`src/rtl/if_rom_arbiter.sv`:
```
// Arbitrates the single instruction-ROM read port between IF fetch (priority) and debug reads.
// Optional alignment checking is enabled by defining ALIGN_CHECK_EN (adds if_err/dbg_err).
module if_rom_arbiter #(
  parameter int ADDR_W       = 64,
  parameter int DATA_W       = 64,
  parameter int STARVE_LIMIT = 4,
  parameter int CNT_W        = 3
) (
  input  logic              clk,
  input  logic              rst,
  input  logic              if_req,
  input  logic [ADDR_W-1:0] if_addr,
  input  logic              if_flush,
  output logic              if_gnt,
  output logic              if_rvalid,
  output logic [DATA_W-1:0] if_rdata,
  output logic              stall_req,
  input  logic              dbg_req,
  input  logic [ADDR_W-1:0] dbg_addr,
  output logic              dbg_gnt,
  output logic              dbg_rvalid,
  output logic [DATA_W-1:0] dbg_rdata,
  output logic              rom_ce,
  output logic [ADDR_W-1:0] rom_addr,
  input  logic [DATA_W-1:0] rom_inst
`ifdef ALIGN_CHECK_EN
  ,
  output logic              if_err,
  output logic              dbg_err
`endif
);

  logic              if_elig_s;
  logic              dbg_elig_s;
  logic              starved_s;
  logic              if_gnt_s;
  logic              dbg_gnt_s;
  logic [ADDR_W-1:0] sel_addr_s;
  logic              misalign_s;
  logic [DATA_W-1:0] rd_data_s;
  logic [CNT_W-1:0]  cnt_nxt_s;
  logic [CNT_W-1:0]  cnt_r;

  assign if_elig_s  = if_req & ~if_flush;
  assign dbg_elig_s = dbg_req;
  assign starved_s  = (cnt_r == CNT_W'(STARVE_LIMIT));

  // Grant selection: a starved debug request overrides fetch priority.
  always_comb begin
    if_gnt_s  = 1'b0;
    dbg_gnt_s = 1'b0;
    if (dbg_elig_s && starved_s) begin
      dbg_gnt_s = 1'b1;
    end else if (if_elig_s) begin
      if_gnt_s = 1'b1;
    end else if (dbg_elig_s) begin
      dbg_gnt_s = 1'b1;
    end else begin
      if_gnt_s  = 1'b0;
      dbg_gnt_s = 1'b0;
    end
  end

  // ROM address mux and alignment qualification.
  always_comb begin
    sel_addr_s = {ADDR_W{1'b0}};
    misalign_s = 1'b0;
    if (if_gnt_s) begin
      sel_addr_s = if_addr;
    end else if (dbg_gnt_s) begin
      sel_addr_s = dbg_addr;
    end else begin
      sel_addr_s = {ADDR_W{1'b0}};
    end
`ifdef ALIGN_CHECK_EN
    if ((if_gnt_s || dbg_gnt_s) && (sel_addr_s[3:0] != 4'h0)) begin
      misalign_s = 1'b1;
    end else begin
      misalign_s = 1'b0;
    end
`endif
  end

  // Misaligned responses return zero instead of whatever the disabled ROM drives.
  always_comb begin
    rd_data_s = {DATA_W{1'b0}};
    if (misalign_s) begin
      rd_data_s = {DATA_W{1'b0}};
    end else begin
      rd_data_s = rom_inst;
    end
  end

  // Starvation counter: counts consecutive denied debug cycles, saturating at the limit.
  always_comb begin
    cnt_nxt_s = {CNT_W{1'b0}};
    if (dbg_req && !dbg_gnt_s) begin
      if (starved_s) begin
        cnt_nxt_s = cnt_r;
      end else begin
        cnt_nxt_s = cnt_r + CNT_W'(1);
      end
    end else begin
      cnt_nxt_s = {CNT_W{1'b0}};
    end
  end

  assign if_gnt    = if_gnt_s;
  assign dbg_gnt   = dbg_gnt_s;
  assign stall_req = if_elig_s & ~if_gnt_s;
  assign rom_ce    = (if_gnt_s | dbg_gnt_s) & ~misalign_s;
  assign rom_addr  = sel_addr_s;

  // Response registers: winner's data latched one cycle after grant.
  always_ff @(posedge clk or posedge rst) begin
    if (rst) begin
      cnt_r      <= {CNT_W{1'b0}};
      if_rvalid  <= 1'b0;
      dbg_rvalid <= 1'b0;
      if_rdata   <= {DATA_W{1'b0}};
      dbg_rdata  <= {DATA_W{1'b0}};
`ifdef ALIGN_CHECK_EN
      if_err     <= 1'b0;
      dbg_err    <= 1'b0;
`endif
    end else begin
      cnt_r      <= cnt_nxt_s;
      if_rvalid  <= if_gnt_s;
      dbg_rvalid <= dbg_gnt_s;
      if (if_gnt_s) begin
        if_rdata <= rd_data_s;
      end
      if (dbg_gnt_s) begin
        dbg_rdata <= rd_data_s;
      end
`ifdef ALIGN_CHECK_EN
      if_err     <= if_gnt_s & misalign_s;
      dbg_err    <= dbg_gnt_s & misalign_s;
`endif
    end
  end

endmodule

```
`config.mk`:
```
export PLATFORM = sky130hd
export DESIGN_NAME = if_rom_arbiter
export DESIGN_NICKNAME = d
export VERILOG_FILES = /design/src/rtl/if_rom_arbiter.sv
export SDC_FILE = /design/constraint.sdc
export NUM_CORES = 1
export LEC_CHECK = 0
export CAP_MARGIN = 10
export CORE_AREA = 4 4 150 152
export DETAILED_ROUTE_END_ITERATION = 7
export DIE_AREA = 0 0 154 156
export GPL_ROUTABILITY_DRIVEN = 0
export PLACE_DENSITY_LB_ADDON = 0.3
export SKIP_CTS_REPAIR_TIMING = 1
export SLEW_MARGIN = 20
export SYNTH_ARGS = -nofsm -noshare
export SYNTH_HDL_FRONTEND = slang
export SYNTH_SLANG_ARGS = --single-unit
export TNS_END_PERCENT = 50
```
`constraint.sdc`:
```
create_clock -name clk -period 4.4 [get_ports clk]
set_clock_uncertainty 0.15 [all_clocks]
set_input_delay 0.44 -clock clk [delete_from_list [all_inputs] [get_ports clk]]
set_output_delay 0.44 -clock clk [all_outputs]
set_load 0.02 [all_outputs]
```
==> summary.txt, run 1 <==
Run status
  – Outcome: finished clean

Power
  – Leak pwr: 0.00426 µW
  – P per Cell Area: slightly above 400 nW/µm²
  – Worst IR Drop VDD: 0.000247 V

Critical path
  – Setup crit end kind: output port
  – CP max stage delay: 0.78 ns
  – R2r endpoint: if_rdata[20]
  – Top cell by count, worst path: clkdlybuf4s50_1
  – CP cell instances: clkdlybuf4s50_1, nand3_1, nand2b_2, clkinv_2, a22o_1, clkdlybuf4s50_1
  – Reg2Reg Setup Slack: 1.55 ns
  – Max FO, Critical Path: 71
  – Req. time, crit path: roughly 3.8 ns
  – CP Class: in -> out
  – Critical R2R Launch: cnt_r[0]
  – Worst Reg2Reg Path Length in Cells: 7
  – Arrival @ worst endpoint: 3.20 ns
  – Startpoint types: input pin
  – Worst path slowest cell: clkinv_2

Layout
  – Multi-input logic area: 2100 µm²
  – Fin util: ~50%
  – Area Overhead vs Synth: 86.1%
  – Nets@finish: 963
  – Commonest non-fill, non-tap cell in the layout: clkdlybuf4s50_1
  – Commonest cells after routing, fill and taps aside: 394 x clkdlybuf4s50_1, 133 x dfrtp_1, 126 x mux2_2
  – Fillers: around 1,800
  – ANT cells: 0
  – Sequential Area: 3330 µm²
  – Layout cells sized above 1: 21.9%

Clocking
  – Clk root buf: clkbuf_16
  – Worst-path clk slew: 0.06 ns
  – CTS Buf Count: 17
  – Clock latency on the worst-skew pair: 0.41 ns
  – CTS Sinks: 133
  – CTS tree: built
  – CTS max path bufs: 2
  – # H-tree levels: 4

Synthesis
  – Synth Area in XOR/XNOR: less than 1%
  – Syn_nets: 569
  – Post-synthesis mux area share: between 20 and 30%
  – Synth unique cells: 18
  – Post-Synth Adder-Cell Area: 0.445%
  – Netlist Area Pre-Place: 5620 µm²
  – Avg Inst Size Synth: 15.2 µm²
  – Mapped Cells: 370
  – Sequential cell area fraction in the yosys report: 59.2%
  – Simple-gate share of the synthesized area: less than 1%
  – Post-synthesis compound-gate area fraction: 10.3%
  – YS warnings: 0
  – Main combinational cell family by area after synthesis: multiplexers
  – Synthesized flop and latch total: 133

Detailed routing
  – DR pass1 iterations: 4
  – DR vias/cell: 4.62
  – Routed len/inst: 21.4 µm
  – DR vias: ~4,900
  – Initial DRC Count: just over 200
  – Routed wire length: 22,600 µm
  – Residual DRC: 0
  – Antenna-violating nets left: 0

GRT
  – Overall Global Routing Usage: 18.0%
  – First-pass GRT wire length: 32,700 µm
  – Largest net degree at the start of global routing: 75
  – Grt total ovfl: 0
  – Vias in the first global route: around 5,300
  – Antenna violations before repair: 2

Floorplanning
  – # IOs: 395
  – Full die area: between 20,000 and 25,000 µm²
  – Core ar.: around 21,000 µm²
  – Core Rows: 53
  – Die Span X: around 150 µm
  – Die Y: between 150 and 200 µm
  – Initial core utilization: 26.8%

Place
  – DP HPWL: 17,600 µm
  – # port buffers: 394

Timing
  – Max-slew headroom: 31.3%
  – Max Slew Vio Count: 0
  – Period minus WS final: 3.79 ns
  – Final Cycle Share: approximately 86%
  – Final setup fails: 0
  – Least-Margin Pin Slew: 1.03 ns
  – Max Fclk: 264 MHz
  – Setup TNS Final: 0 ns
  – RSZ-0062 raised after global routing: false
  – Final hold viol count: 0

Min path
  – Hold Path Sink: dbg_rdata[11]
  – Worst hold path class: reg -> reg
  – Hold Startpoint: dbg_rdata[11]
  – Hold path depth: 1

Run
  – Max cap viols: 0
-- cell usage after synthesis --
cell type	instances	area share, %
o21ai_4	1	0.29
nand3_1	1	0.089
ha_1	2	0.44
buf_6	6	1.2
dfrtp_1	133	59
mux2_2	126	25
inv_2	2	0.13
mux2_1	2	0.40
a22o_1	64	10
buf_4	1	0.13
nand2b_1	2	0.22
inv_1	3	0.20
and3_1	3	0.33
and2_1	1	0.11
nand2_1	1	0.067
buf_2	20	1.8
nor2_1	1	0.067
xor2_1	1	0.16
-- per-stage QoR --
stage / cells / power (µW) / cell area, µm² / hold slack, ns / setup slack [ns]
final: 1052 / 4250 / 10500 / 0.352 / 0.615
after global placement: 1020 / 2750 / 9830 / 0.327 / 0.712
after floorplan: 370 / 2040 / 5620 / 0.393 / 0.256
after detailed placement: 1020 / 2770 / 9830 / 0.343 / 0.630
after CTS: 1052 / 4310 / 10500 / 0.356 / 0.606
after global routing: 1052 / 4430 / 10500 / 0.364 / 0.419
-- critical path: cells and delay by family --
kind            cells  cell delay, ns
buf+inv             3            1.99
compound gates      1            0.47
simple gates        2            0.27
-- cell families (layout without fill, tap and decap cells) --
group / Yosys count / in the layout
AOI/OAI and AO/OA: 65 / 65
xor gates and xnor gates: 1 / 1
adders and majority gates: 2 / 2
buffers and inverters: 32 / 439
DFF: 133 / 133
muxes: 128 / 128
and+or+nand+nor: 9 / 9
-- area by class of cell --
class	count	share of cell area, %
clock buffers	19	4.23
clock inverters	13	1.86
well taps	275	3.29
repair buffers	402	38.5
flip-flops and latches	133	31.8
inverters	5	0.227
multi-input cells	205	20.1
-- report_power, final --
| part | internal (µW) | switching [µW] |
|---|---|---|
| combinational | 686 | 571 |
| clock | 972 | 548 |
| sequential | 1390 | 85.3 |
| total | 3050 | 1200 |
-- layer usage --
layer	global-route usage (%)	up-vias	wire (µm)
li1	-	2173	-
met1	18.2	2449	7830
met2	34.3	212	12500
met3	6.77	27	1750
met4	5.38	4	427
met5	0	-	40
-- sequential cells by signal (all words and copies together) (netlist names) --
name	count
dbg_rdata	64
if_rdata	64
cnt_r	3
dbg_rvalid	1
if_rvalid	1
-- how the worst max path moves through the flow --
stage,start,to,slack (ns),cells past startpoint
6_report,dbg_req,rom_addr[39],0.61,6
5_1_grt,dbg_req,rom_addr[39],0.42,6
4_1_cts,cnt_r[0],rom_addr[39],0.61,7
3_5_place_dp,dbg_req,rom_addr[39],0.63,6
3_3_place_gp,dbg_req,rom_addr[43],0.71,6
2_1_floorplan,rst,cnt_r[0],0.26,1
Power figures use the tool's default switching activity.
==> run 2, diff against run 1 <==
--- a/config.mk
+++ b/config.mk
@@ -6,9 +6,9 @@
 export NUM_CORES = 1
 export LEC_CHECK = 0
 export CAP_MARGIN = 10
-export CORE_AREA = 4 4 150 152
+export CORE_MARGIN = 4
+export CORE_UTILIZATION = 25
 export DETAILED_ROUTE_END_ITERATION = 7
-export DIE_AREA = 0 0 154 156
 export GPL_ROUTABILITY_DRIVEN = 0
 export PLACE_DENSITY_LB_ADDON = 0.3
 export SKIP_CTS_REPAIR_TIMING = 1
==> run 2 against run 1 <==
Compared with the run above:
- clock power down 9.9%
- flip-flop and latch count unchanged
- global-route usage shrank 1.0 points
- combinational power barely moved
- die area rose by 3.9%
- first-iteration DRC count grew 49%
- cell count grew 0.67%
- via count fell by 1.3%
- setup slack gained 0.30 ns
- highest routed layer unchanged
- sequential power about the same
- critical path depth rose by 2
==> summary.txt, run 2 (synthesis gave the netlist of run 1 again) <==
Run status
  – Outcome: finished clean

Timing
  – Final setup fails: 0
  – Max Fclk: between 200 and 300 MHz
  – Final hold viol count: 0
  – RSZ-0062 raised after global routing: false
  – Least-Margin Pin Slew: about 0.93 ns
  – Max Slew Vio Count: 0
  – Period minus WS final: 3.48 ns
  – Final Cycle Share: 79.2%
  – Setup TNS Final: 0 ns
  – Max-slew headroom: 38.1%

Layout
  – Post-Layout Cell Count: 1,059
  – Commonest cells after routing, fill and taps aside: 394 x clkdlybuf4s50_1, 133 x dfrtp_1, 126 x mux2_2
  – Fillers: around 2,000
  – Commonest non-fill, non-tap cell in the layout: clkdlybuf4s50_1
  – Layout cells sized above 1: 21.8%
  – Design Area, Final: 10,400 µm²
  – Nets@finish: 965
  – ANT cells: 0
  – Area Overhead vs Synth: 85.2%
  – Fin util: 47.4%
  – Regs by FF count: dbg_rdata: 64 flops, if_rdata: 64 flops, cnt_r: 3 flops

Floorplanning
  – Full die area: around 25,000 µm²
  – # IOs: 395
  – Core ar.: 22,000 µm²
  – Initial core utilization: roughly 26%
  – Core Rows: 54
  – Die Span X: 158 µm
  – Die Y: 158 µm

Detailed routing
  – DR vias/cell: roughly 4.5
  – Residual DRC: 0
  – DR pass1 iterations: 4
  – DR vias: 4,801
  – Routed wire length: 22,400 µm
  – Initial DRC Count: 305
  – Routed len/inst: 21.1 µm
  – Antenna-violating nets left: 0

GRT
  – Antenna violations before repair: 1
  – Overall Global Routing Usage: 16.9%
  – Met1 usage: 18.7%
  – Global routing usage on met3: under 10%
  – Global route hottest layer: met2
  – Vias in the first global route: 5,170
  – First-pass GRT wire length: 31,800 µm
  – Largest net degree at the start of global routing: 99
  – Grt met2 use: 30.0%
  – Grt total ovfl: 0

Min path
  – Worst hold path class: reg -> reg
  – Hold Startpoint: if_rdata[0]
  – Hold path depth: 1
  – Hold Path Sink: if_rdata[0]

Critical path
  – CP Class: reg -> out
  – Worst Reg2Reg Path Length in Cells: 8
  – Startpoint types: flip-flop
  – Req. time, crit path: 3.81 ns
  – R2r endpoint: if_rdata[9]
  – Arrival @ worst endpoint: roughly 2.9 ns
  – Reg2Reg Setup Slack: 1.91 ns
  – Critical R2R Launch: cnt_r[0]
  – Setup crit end kind: output port
  – Max FO, Critical Path: 47

Power
  – Worst IR Drop VDD: around 0.00025 V
  – P per Cell Area: 393 nW/µm²
  – Leak pwr: approximately 0.0042 µW

Place
  – # port buffers: 394
  – Area after DPL: 9850 µm²
  – Dpl cells: between 1,000 and 1,500
  – DP HPWL: approximately 17,000 µm

Clocking
  – CTS Sinks: 133
  – Clock latency on the worst-skew pair: 0.41 ns
  – # H-tree levels: 4
  – Worst-path clk slew: 0.05 ns
  – CTS Buf Count: 17
  – Clk root buf: clkbuf_16
  – CTS tree: built
  – CTS max path bufs: 2

Run
  – Max cap viols: 0
==> run 2: cell types whose count changed in the layout (fill, tap and decap cells not counted), sizes merged <==
cell | previous run | this run
inv | 7 | 4
clkinv | 4 | 9
buf | 8 | 10
bufinv | 4 | 2
==> run 2: worst max-delay path, stage by stage (launching register included) <==
cell and delay (ns):
dfrtp_1 0.39, inv_1 0.08, ha_1 0.18, nand3_1 0.11, nand2b_1 0.13, clkinv_2 0.41
buf_12 0.37, a22o_1 0.21, clkdlybuf4s50_1 0.56
==> run 2: report_power, final <==
part / internal [µW] / total (µW) / switching (µW)
combinational: 686 / 1250 / 568
clock: 831 / 1370 / 538
sequential: 1390 / 1470 / 80.0
==> run 2: through the flow <==
stage / total power [µW] / setup WS, ns / hold WS [ns]
5_1_grt: 4280 / 0.773 / 0.362
4_1_cts: 4160 / 0.884 / 0.346
2_1_floorplan: 2040 / 0.256 / 0.393
3_5_place_dp: 2760 / 0.943 / 0.333
3_3_place_gp: 2760 / 0.971 / 0.321
6_report: 4090 / 0.917 / 0.342
==> run 2: how the worst max path moves through the flow <==
stage / start / endpoint / slack [ns] / cells after the start
after detailed placement: dbg_req / rom_addr[47] / 0.94 / 7
after global placement: if_flush / rom_addr[46] / 0.97 / 7
final: cnt_r[0] / rom_addr[46] / 0.92 / 8
after CTS: cnt_r[0] / rom_addr[46] / 0.88 / 8
after global routing: cnt_r[0] / rom_addr[46] / 0.77 / 8
after floorplan: rst / cnt_r[0] / 0.26 / 1
==> run 2: cell type report <==
| class | instances | area (µm²) | area share, % |
|---|---|---|---|
| clock buffer | 19 | 433 | 4.16 |
| clock inverter | 13 | 134 | 1.29 |
| inverter | 5 | 26.3 | 0.252 |
| multi-input combinational | 205 | 2100 | 20.2 |
| sequential | 133 | 3330 | 31.9 |
| tap | 280 | 350 | 3.36 |
| timing repair buffer | 404 | 4040 | 38.8 |
==> run 2: per-layer routing <==
metal,vias to the layer above,share of wire (%)
li1,2165,-
met1,2389,37
met2,219,51
met3,26,10
met4,2,2.2
met5,-,0.058
==> run 3, diff against run 2 <==
==> constraint.sdc (replaced) <==
create_clock -name clk -period 2.8 [get_ports clk]
set_clock_uncertainty 0.15 [all_clocks]
set_input_delay 0.28 -clock clk [delete_from_list [all_inputs] [get_ports clk]]
set_output_delay 0.28 -clock clk [all_outputs]
set_load 0.02 [all_outputs]
==> run 3 against run 2 <==
Compared with the run above:
- die area unchanged
- register-to-register slack worse by 1.3 ns
- sequential power up 57%
- final area up 2.0%
- sequential share of layout area down 0.64 points
- cell count about the same
- wire length down 2.7%
- utilization up 0.96 points
- combinational power up 57%
- critical path depth down 1
- first-iteration DRC count down 21%
- clock power up 56%
- largest power group unchanged
==> summary.txt, run 3 (synthesis gave the netlist of run 1 again) <==
Run status
  – Outcome: finished clean

Clocking
  – Clock latency on the worst-skew pair: 0.40 ns
  – CTS tree: built
  – Worst-path clk slew: ~0.060 ns
  – CTS Buf Count: 17
  – CTS max path bufs: 2
  – # H-tree levels: 4
  – Clk root buf: clkbuf_16
  – CTS Sinks: 133

Detailed routing
  – DR vias: between 4,000 and 5,000
  – Initial DRC Count: 240
  – Antenna-violating nets left: 0
  – DR pass1 iterations: 4
  – Routed wire length: roughly 22,000 µm
  – DR vias/cell: 4.50
  – Routed len/inst: between 20 and 25 µm
  – Residual DRC: 0

Layout
  – Post-Layout Cell Count: 1,060
  – Commonest cells after routing, fill and taps aside: 330 x clkdlybuf4s50_1, 133 x dfrtp_1, 126 x mux2_2
  – Commonest non-fill, non-tap cell in the layout: clkdlybuf4s50_1
  – ANT cells: 0
  – Layout cells sized above 1: approximately 22%
  – Fin util: around 48%
  – Nets@finish: 967
  – Regs by FF count: dbg_rdata: 64 flops, if_rdata: 64 flops, cnt_r: 3 flops
  – Area Overhead vs Synth: 89.0%

GRT
  – Grt total ovfl: 0
  – Largest net degree at the start of global routing: 73
  – Vias in the first global route: slightly above 5,000
  – Overall Global Routing Usage: about 16%
  – First-pass GRT wire length: 30,800 µm
  – Antenna violations before repair: 2

Floorplanning
  – # IOs: 395
  – Core Rows: 54
  – Core ar.: 22,000 µm²
  – Initial core utilization: 25.6%
  – Full die area: 25,000 µm²
  – Die Y: ~160 µm
  – Die Span X: 158 µm

Timing
  – Least-Margin Pin Slew: 0.798 ns
  – Period minus WS final: between 2 and 3 ns
  – Setup TNS Final: 0 ns
  – RSZ-0062 raised after global routing: false
  – Final setup fails: 0
  – Final hold viol count: 0
  – Final Cycle Share: 96.5%
  – Max Slew Vio Count: 0
  – Max Fclk: approximately 370 MHz
  – Max-slew headroom: 46.8%

Power
  – Worst IR Drop VDD: 0.000344 V
  – P per Cell Area: 604 nW/µm²
  – Leak pwr: a little over 0.005 µW

Critical path
  – CP max stage delay: 0.56 ns
  – Max FO, Critical Path: 43
  – Worst path slowest cell: clkdlybuf4s50_1
  – Worst Reg2Reg Path Length in Cells: 8
  – Startpoint types: flip-flop
  – Critical R2R Launch: cnt_r[0]
  – Reg2Reg Setup Slack: 0.66 ns
  – R2r endpoint: if_rdata[18]
  – CP Class: reg -> out
  – CP cell instances: inv_1, ha_1, and2_1, o21ai_4, clkinv_2, buf_12, clkdlybuf4s50_1
  – Req. time, crit path: 2.37 ns
  – Setup crit end kind: output port
  – Critical path startpoint: cnt_r[0]
  – Arrival @ worst endpoint: roughly 2.3 ns
  – CP endpoint: dbg_gnt

Place
  – # port buffers: roughly 390
  – Dpl cells: 1,029
  – DP HPWL: between 15,000 and 20,000 µm

Run
  – Max cap viols: 0

Min path
  – Worst hold path class: in -> async
run 3: cell type report:
class                      count  area, µm²
multi-input combinational    205       2100
inverter                       5       26.3
timing repair buffer         406       4250
sequential                   133       3330
tap                          280        350
clock inverter                 7       71.3
clock buffer                  24        502
fill                        1991      11300
run 3: how the worst min path moves through the flow:
stage / from / to / slack, ns / cells after the start
finish: rst / if_rdata[31] / 0.18 / 3
global placement: if_rdata[0] / if_rdata[0] / 0.32 / 1
CTS: rst / dbg_rdata[30] / 0.20 / 3
floorplan: rom_inst[0] / if_rdata[0] / 0.26 / 1
detailed placement: if_rdata[0] / if_rdata[0] / 0.33 / 1
global route: rst / if_rdata[31] / 0.25 / 3
run 3: through the flow:
step,total power [µW],cell area [µm²],hold slack (ns),worst slack (ns)
finish,6420,10600,0.185,0.0984
global route,6710,10600,0.250,0.0251
CTS,6520,10500,0.203,-0.223
detailed placement,4350,9900,0.331,0.0876
global placement,4330,9900,0.320,0.0765
floorplan,3200,5630,0.265,0.714
run 3: power by group:
part	total (µW)	switching (µW)	internal [µW]
combinational	1960	888	1070
sequential	2310	126	2190
clock	2140	810	1330
total	6420	1820	4590
run 3: routing by layer:
metal / wire, µm / vias to the layer above / GRT usage (%)
met4: 312 / 4 / 4.02
met1: 7670 / 2352 / 17.1
met2: 11700 / 215 / 30.2
met3: 2100 / 23 / 6.67
li1: - / 2176 / -
met5: 25 / - / 0
run 3: critical path, delay by kind of cell, from the launching register on:
kind                       cells  cell delay (ns)
and+or+nand+nor                1             0.17
DFF                            1             0.34
AOI/OAI and AO/OA              1             0.19
adders and majority gates      1             0.20
buffers and inverters          4             0.93
